===== config.mk =====
export PLATFORM = sky130hd
export DESIGN_NAME = rca_word_seq
export DESIGN_NICKNAME = d
export VERILOG_FILES = /design/src/rtl/rca_word_seq.sv
export SDC_FILE = /design/constraint.sdc
export NUM_CORES = 1
export LEC_CHECK = 0
export BUFFER_PORTS_ARGS = -buffer_cell sky130_fd_sc_hd__clkbuf_2
export CAP_MARGIN = 10
export CORE_ASPECT_RATIO = 1.25
export CORE_UTILIZATION = 40
export CTS_BUF_LIST = sky130_fd_sc_hd__clkbuf_2 sky130_fd_sc_hd__clkbuf_4 sky130_fd_sc_hd__clkbuf_8
export CTS_CLUSTER_SIZE = 10
export DETAILED_ROUTE_END_ITERATION = 7
export PLACE_DENSITY_LB_ADDON = 0.15
export SLEW_MARGIN = 30
export SYNTH_ARGS = -nofsm -noshare
export SYNTH_HDL_FRONTEND = slang
export SYNTH_SLANG_ARGS = --single-unit

===== constraint.sdc =====
create_clock -name clk -period 3.8 [get_ports clk]
set_input_delay 1.14 -clock clk [delete_from_list [all_inputs] [get_ports clk]]
set_output_delay 1.14 -clock clk [all_outputs]
set_load 0.01 [all_outputs]

===== src/rtl/rca_word_seq.sv =====
`default_nettype none
// ============================================================================
// Module   : rca_word_seq
// Brief    : Word-serial adder. One W-bit ripple-carry adder is reused once
//            per cycle to add two N-word operands, least significant word
//            first, with valid/ready handshakes on the input and output sides.
// Revision : 1.0 - initial release
// ============================================================================

// W-bit ripple-carry adder built from a chain of full-adder cells.
module ripple_carry #(
  parameter int W = 4
) (
  input  logic [W-1:0] i_a,
  input  logic [W-1:0] i_b,
  input  logic         i_cin,
  output logic [W-1:0] o_sum,
  output logic         o_cout
);

  logic [W:0] w_c;

  assign w_c[0]  = i_cin;
  assign o_cout  = w_c[W];

  for (genvar i = 0; i < W; i++) begin : g_bit
    assign o_sum[i]  = i_a[i] ^ i_b[i] ^ w_c[i];
    assign w_c[i+1]  = (i_a[i] & i_b[i]) | (w_c[i] & (i_a[i] ^ i_b[i]));
  end

endmodule

// Sequencer around the shared adder: captures operands, walks the word index
// from 0 to N-1, then presents the result until the consumer takes it.
module rca_word_seq #(
  parameter int W = 4,
  parameter int N = 4
) (
  input  logic           clk,
  input  logic           rst_n,
  input  logic           in_valid,
  output logic           in_ready,
  input  logic [W*N-1:0] a,
  input  logic [W*N-1:0] b,
  input  logic           cin,
  output logic           out_valid,
  input  logic           out_ready,
  output logic [W*N-1:0] sum,
  output logic           cout,
  output logic           busy
);

  // Index wide enough to hold 0..N; it never exceeds N-1 in practice.
  localparam int KW = $clog2(N + 1);
  localparam logic [KW-1:0] C_K_LAST = KW'(N - 1);

  typedef enum logic [1:0] {
    S_IDLE = 2'd0,
    S_ADD  = 2'd1,
    S_DONE = 2'd2
  } state_t;

  state_t          r_state;
  logic [KW-1:0]   r_k;
  logic            r_carry;
  logic [W*N-1:0]  r_a;
  logic [W*N-1:0]  r_b;
  logic [W*N-1:0]  r_sum;
  logic            r_cout;

  logic [W-1:0]    w_a_word;
  logic [W-1:0]    w_b_word;
  logic [W-1:0]    w_sum_word;
  logic            w_cout_word;

  // Select the current operand words for the shared adder.
  always_comb begin
    w_a_word = r_a[r_k*W +: W];
    w_b_word = r_b[r_k*W +: W];
  end

  ripple_carry #(
    .W (W)
  ) u_adder (
    .i_a    (w_a_word),
    .i_b    (w_b_word),
    .i_cin  (r_carry),
    .o_sum  (w_sum_word),
    .o_cout (w_cout_word)
  );

  // Handshake and control sequencing; the result registers are written one
  // word per cycle, so untouched words keep their previous contents.
  always_ff @(posedge clk or negedge rst_n) begin
    if (!rst_n) begin
      r_state <= S_IDLE;
      r_k     <= '0;
      r_carry <= 1'b0;
      r_a     <= '0;
      r_b     <= '0;
      r_sum   <= '0;
      r_cout  <= 1'b0;
    end else begin
      case (r_state)
        S_IDLE: begin
          if (in_valid) begin
            r_a     <= a;
            r_b     <= b;
            r_carry <= cin;
            r_k     <= '0;
            r_state <= S_ADD;
          end
        end
        S_ADD: begin
          r_sum[r_k*W +: W] <= w_sum_word;
          r_carry           <= w_cout_word;
          if (r_k == C_K_LAST) begin
            // Last word: publish the carry-out and park the index at 0.
            r_cout  <= w_cout_word;
            r_k     <= '0;
            r_state <= S_DONE;
          end else begin
            r_k <= r_k + 1'b1;
          end
        end
        S_DONE: begin
          if (out_ready) begin
            r_state <= S_IDLE;
          end
        end
        default: begin
          r_state <= S_IDLE;
        end
      endcase
    end
  end

  assign in_ready  = (r_state == S_IDLE);
  assign out_valid = (r_state == S_DONE);
  assign busy      = (r_state == S_ADD);
  assign sum       = r_sum;
  assign cout      = r_cout;

endmodule
`default_nettype wire


# --- After elaboration in Yosys (flattened, before gate mapping) ---
# Index checks and enable logic that the tools add are counted.
classes:
  add_sub_neg: 2
  n_eq_ne: 6
  shifts: 4
  mux: 10
  bitwise: 20
  reduce_logical: 6
ops:
  columns: ["cell", "count"]
  rows:
  - ["$neg 5->34", 1]
  - ["$shift 4x34->16 const A", 1]
  - ["$shiftx 4x34->16", 1]
  - ["$shiftx 16x6->4", 2]
  - ["$bwmux 16", 1]
  - ["$and 1x1->1", 8]
  - ["$xor 1x1->1", 8]
  - ["$mux 2", 3]
  - ["$mux 3", 2]
  - ["$pmux 2 s3", 1]
  - ["$pmux 3 s2", 1]
  - ["$reduce_and 2->1", 3]
  - ["$ne 2x1->1 const B", 2]
  - ["$or 1x1->1", 4]
  - ["$add 3x1->3 const B", 1]
  - ["$eq 3x2->1 const B", 1]
  - ["$reduce_and 3->1", 1]
  - ["$eq 2x1->1 const B", 1]
  - ["$eq 2x2->1 const B", 1]
  - ["$logic_not 2->1", 1]
  - ["$ne 2x2->1 const B", 1]
  - ["$pmux 1 s2", 1]
  - ["$reduce_bool 2->1", 1]
  - ["$mux 1", 1]
totals:
  reg_bits: 55
  input_bits: 37
  out_inout_bits: 20

# --- Longest topological paths before layout ---
logic_depth:
  word_depth: 11
  ltp_mapped: 12
  ltp_nobuf: 10

# --- Modules after synthesis ---
# A second synthesis with hierarchy kept.
unflattened:
  hier_cells: 253
  hier_area_um2: 2621.3
modules_own_cells:
  columns: ["mod", "instances", "cells_each", "area_each_um2"]
  rows:
  - ["rca_word_seq", 1, 239, 2503.7]
  - ["ripple_carry", 1, 14, 117.6]

# --- Least setup slack after synthesis ---
# Ideal clock, no wire load.
synth_path:
  path_type: "reg2reg"
  from: "register r_k[0]"
  to: "register r_sum[3] (netlist: sum[3])"
  setup_ns: 0.125
  arrival_time_ns: 2.939
  required_time_ns: 3.675
  setup_slack_ns: 0.736
  path_stages_with_launch: 13
  path_buffers: 2
  period_less_slack_ns: 3.064
  path_cell_list: "dfrtp_1 -> buf_2 -> buf_6 -> mux4_2 -> and2_1 -> fa_1 -> inv_1 -> fa_1 -> fa_1 -> inv_1 -> fa_1 -> nor2b_1 -> mux2_2"
synth_via:
  elab_chain_cells: 11
synth_rtl:
  columns: ["item", "line", "source"]
  rows:
  - ["start, declared", "64", "logic [KW-1:0] r_k;"]
  - ["start signal, assigned", "123", "r_k <= r_k + 1'b1;"]
  - ["$shiftx 16x6->4, on equally long branches", "78, 79", null]
  - ["$xor 1x1->1", "27, 28", null]
  - ["$and 1x1->1", "28", "assign w_c[i+1] = (i_a[i] & i_b[i]) | (w_c[i] & (i_a[i] ^ i_b[i]));"]
  - ["$or 1x1->1", "28", null]
  - ["$and 1x1->1", "28", null]
  - ["$or 1x1->1", "28", null]
  - ["$and 1x1->1", "28", null]
  - ["$or 1x1->1", "28", null]
  - ["$xor 1x1->1", "27", "assign o_sum[i] = i_a[i] ^ i_b[i] ^ w_c[i];"]
  - ["$shiftx 4x34->16", "115", "r_sum[r_k*W +: W] <= w_sum_word;"]
  - ["$bwmux 16 (*)", "115", null]
  - ["end signal, assigned by index", "115", null]
  - ["end, declared", "68", "logic [W*N-1:0] r_sum;"]
# Every way passes the cells marked *; elsewhere a longest branch is shown, timed or not.
# A chain may end at the register's enable or synchronous reset.

# --- Final worst setup path ---
# Ends and elaborated chain as after synthesis.

==> flow_summary.toml <==
[cells_and_area]
postLayoutCoreUtil = 0.487
diodes = 0
fin_cells = 385
area_growth_pct = 16.9
fillers = 601
final_cell_area_um2 = 3020
drive_above_1_share = 0.297
fin_nets = 343

[routing]
avgRoutedWirePerCell_um = 13.0
via_count = 1784
drcViolationCount = 0
via_per_inst = 4.63
drt_wl_total_um = 5000
postRouteAntennaNets = 0
drt_iter0_markers = 133
drtPass1Iterations = 4

[synth]
netlist_instances = 246
synth.largest_area_cell = "dfrtp_1"
synth_seq_cells = 55
yosysUniqueCellTypes = 33
synth_top_area_share = 0.532
ys_warn_count = 0
synth_nets = 290
avgSynthCellArea_um2 = 10.5
synth_seq_area_share = 0.532
synthTopCellsByArea = "dfrtp_1 (53%), nand2_1 (15%), mux4_2 (7.0%)"
syn_area_um2 = 2590

[placement]
post-place-cells = 377
gp_congestion = 0.779
dpl_cell_area_um2 = 2930
port_buffers = 56
place_ws_ns = 0.582
dp_hpwl_um = 3630

[critical_path]
critPathSlowestCell = "dfrtp_1"
critical-path-top-delay-family = "adder cells"
critPathArrivalTime_ns = 3.41
slowest_delay_ns = 0.60
cp_common_cell = "fa_1"
worstSetupStartpointType = "flop"
endpoint_kind = "flop"
required_ns = 4.00
path_max_fanout = 11
crit_chain = "mux4_2 > and2_1 > fa_1 > inv_1 > fa_1 > fa_1 > inv_1 > fa_1 > nor2b_1 > mux2_2"
crit_type = "reg2reg"
path_buf_inv = 2

[timing]
hold_viol = 0
slew_viol_final = 0
fmax_ghz = 0.312
fin_ws_ns = 0.591
rsz0062_at_grt = "false"
fin_crit_ns = 3.21
setup_viol = 0
setup_tns_ns = 0
worst_pin_slew_ns = 0.707
slew_headroom = 0.529
period_share = 0.845
holdWs_ns = 0.480
skew_ns = 0.0118

[clocking]
numClockSinks = 55
numCtsBuffers = 5
tritoncts = "built"
hold_buffers = 0
cts_buffer_depth = 2
post_cts_buffers = 0
cts_resized = 0
cts_root_buf = "clkbuf_8"
insertion_delay_ns = 0.30
h-tree-depth = 2
path_clk_slew_ns = 0.10

[floorplan]
fp.dieW_um = 73.9
initial_core_util = 0.417
core-area_um2 = 6210
row_count = 32
die_area_um2 = 6790
die_height_um = 91.9
boundaryPins = 57

[flow_run]
maxCapViolations = 0

[global_routing]
grt_max_degree = 56
grt-ovfl-total = 0
antenna_found_initial = 0
grt_pass1_wl_um = 8520
track_usage = 0.166
grt_pass1_vias = 1739

[power_and_ir_drop]
seqPwrFrac = 0.388
internal_power_mw = 1.62
comb_power_share = 0.486
p_total_mw = 2.69
cellPowerDensity_nw_per_um2 = 888
irDropWorstVdd_mv = 0.389
power_frac_clock = 0.126
switchingPower_mw = 1.06
p_leak_nw = 1.62
switching_share = 0.396

[hold_path]
hold_path_class = "reg2reg"

[outcome]
status = "finished clean"
-- cells in the mapped netlist --
master	count
a211oi_1	1
a21o_1	1
a22oi_1	1
and2_1	4
and3_1	1
and4bb_1	1
buf_2	7
buf_6	2
clkbuf_1	3
clkbuf_2	1
dfrtp_1	55
fa_1	4
ha_1	3
inv_1	12
inv_2	1
mux2_1	2
mux2_2	7
mux2_4	2
mux2i_1	6
mux4_2	8
nand2_1	103
nand2b_1	2
nand3_1	3
nand3b_1	1
nand4_1	1
nor2_1	4
nor2b_1	4
nor3b_2	1
nor4b_2	1
o2111ai_2	1
o21ai_0	1
o31ai_1	1
or3b_2	1
-- cells by family (layout without fill, tap and decap cells) --
group | count (synthesis) | after routing | synth area share
fa+ha+maj | 7 | 7 | 0.0455
buf+inv | 26 | 80 | 0.0474
simple gates | 127 | 127 | 0.212
mux | 25 | 25 | 0.144
flops | 55 | 55 | 0.532
compound gates | 6 | 6 | 0.0194
-- worst reg2reg max path, cell delays in order, from the launching register on --
cell     delay (ns)
dfrtp_1        0.60
mux4_2         0.55
and2_1         0.19
fa_1           0.39
inv_1          0.07
fa_1           0.17
fa_1           0.16
inv_1          0.05
fa_1           0.50
nor2b_1        0.16
mux2_2         0.26
-- worst paths after layout --
check                        from  slack [ns]  depth (start not counted)      to
setup / recovery           r_k[0]        0.59                         10  sum[3]
hold / removal             r_a[9]        0.48                          2  r_a[9]
setup reg to reg           r_k[0]        0.59                         10  sum[3]
hold reg to reg            r_a[9]        0.48                          2  r_a[9]
max in group asynchronous   rst_n        2.37                          2  r_b[8]
min in group asynchronous   rst_n        0.95                          2  sum[3]
-- metal layers --
layer,up-vias,part of all wire,GRT usage
met5,-,0,0
met4,0,0.0082,0.0433
met3,2,0.034,0.0341
met2,43,0.50,0.264
met1,846,0.46,0.230
li1,893,-,-
-- flip-flops by register name, summed over array words and instances (netlist names) --
name and count:
r_carry 1, r_k 3, cout 1, sum 16, r_b 16, r_state 2, r_a 16
-- cell usage in the layout, fill, tap and decap left out --
| cell type | n |
|---|---|
| nand3_1 | 3 |
| o21ai_0 | 1 |
| nand4_1 | 1 |
| mux2_2 | 7 |
| clkbuf_8 | 6 |
| nand3b_1 | 1 |
| mux2i_1 | 6 |
| nand2_1 | 103 |
| inv_1 | 12 |
| fa_1 | 4 |
| o2111ai_2 | 1 |
| nor3b_4 | 1 |
| inv_6 | 1 |
| nor4b_2 | 1 |
| mux2_1 | 2 |
| and3_1 | 1 |
| mux4_2 | 8 |
| or3b_2 | 1 |
| mux2_4 | 2 |
| inv_2 | 1 |
| nor2_1 | 4 |
| a21o_1 | 1 |
| nand2b_1 | 2 |
| clkbuf_2 | 56 |
| dfrtp_1 | 55 |
| clkinv_2 | 1 |
| o31ai_1 | 1 |
| a211oi_1 | 1 |
| buf_4 | 3 |
| ha_1 | 3 |
| and4bb_1 | 1 |
| a22oi_1 | 1 |
| and2_1 | 4 |
| nor2b_1 | 4 |
-- power groups by stage --
stage                     clock network [mW]  logic, mW  registers, mW
final                                  0.339       1.30           1.04
after global routing                   0.380       1.48           1.08
after CTS                              0.350       1.34           1.05
after floorplan                            0      0.981           1.01
after detailed placement                   0       1.34           1.06
after global placement                     0       1.33           1.06
-- area by class of cell --
type                       count  area (um^2)  share of cell area
timing repair buffer          59          303               0.100
multi-input combinational    165         1090               0.362
clock buffer                   6         82.6              0.0273
sequential                    55         1380               0.455
clock inverter                 2         13.8             0.00455
tap                           85          106              0.0352
inverter                      13         48.8              0.0161
Power figures use the tool's default switching activity.
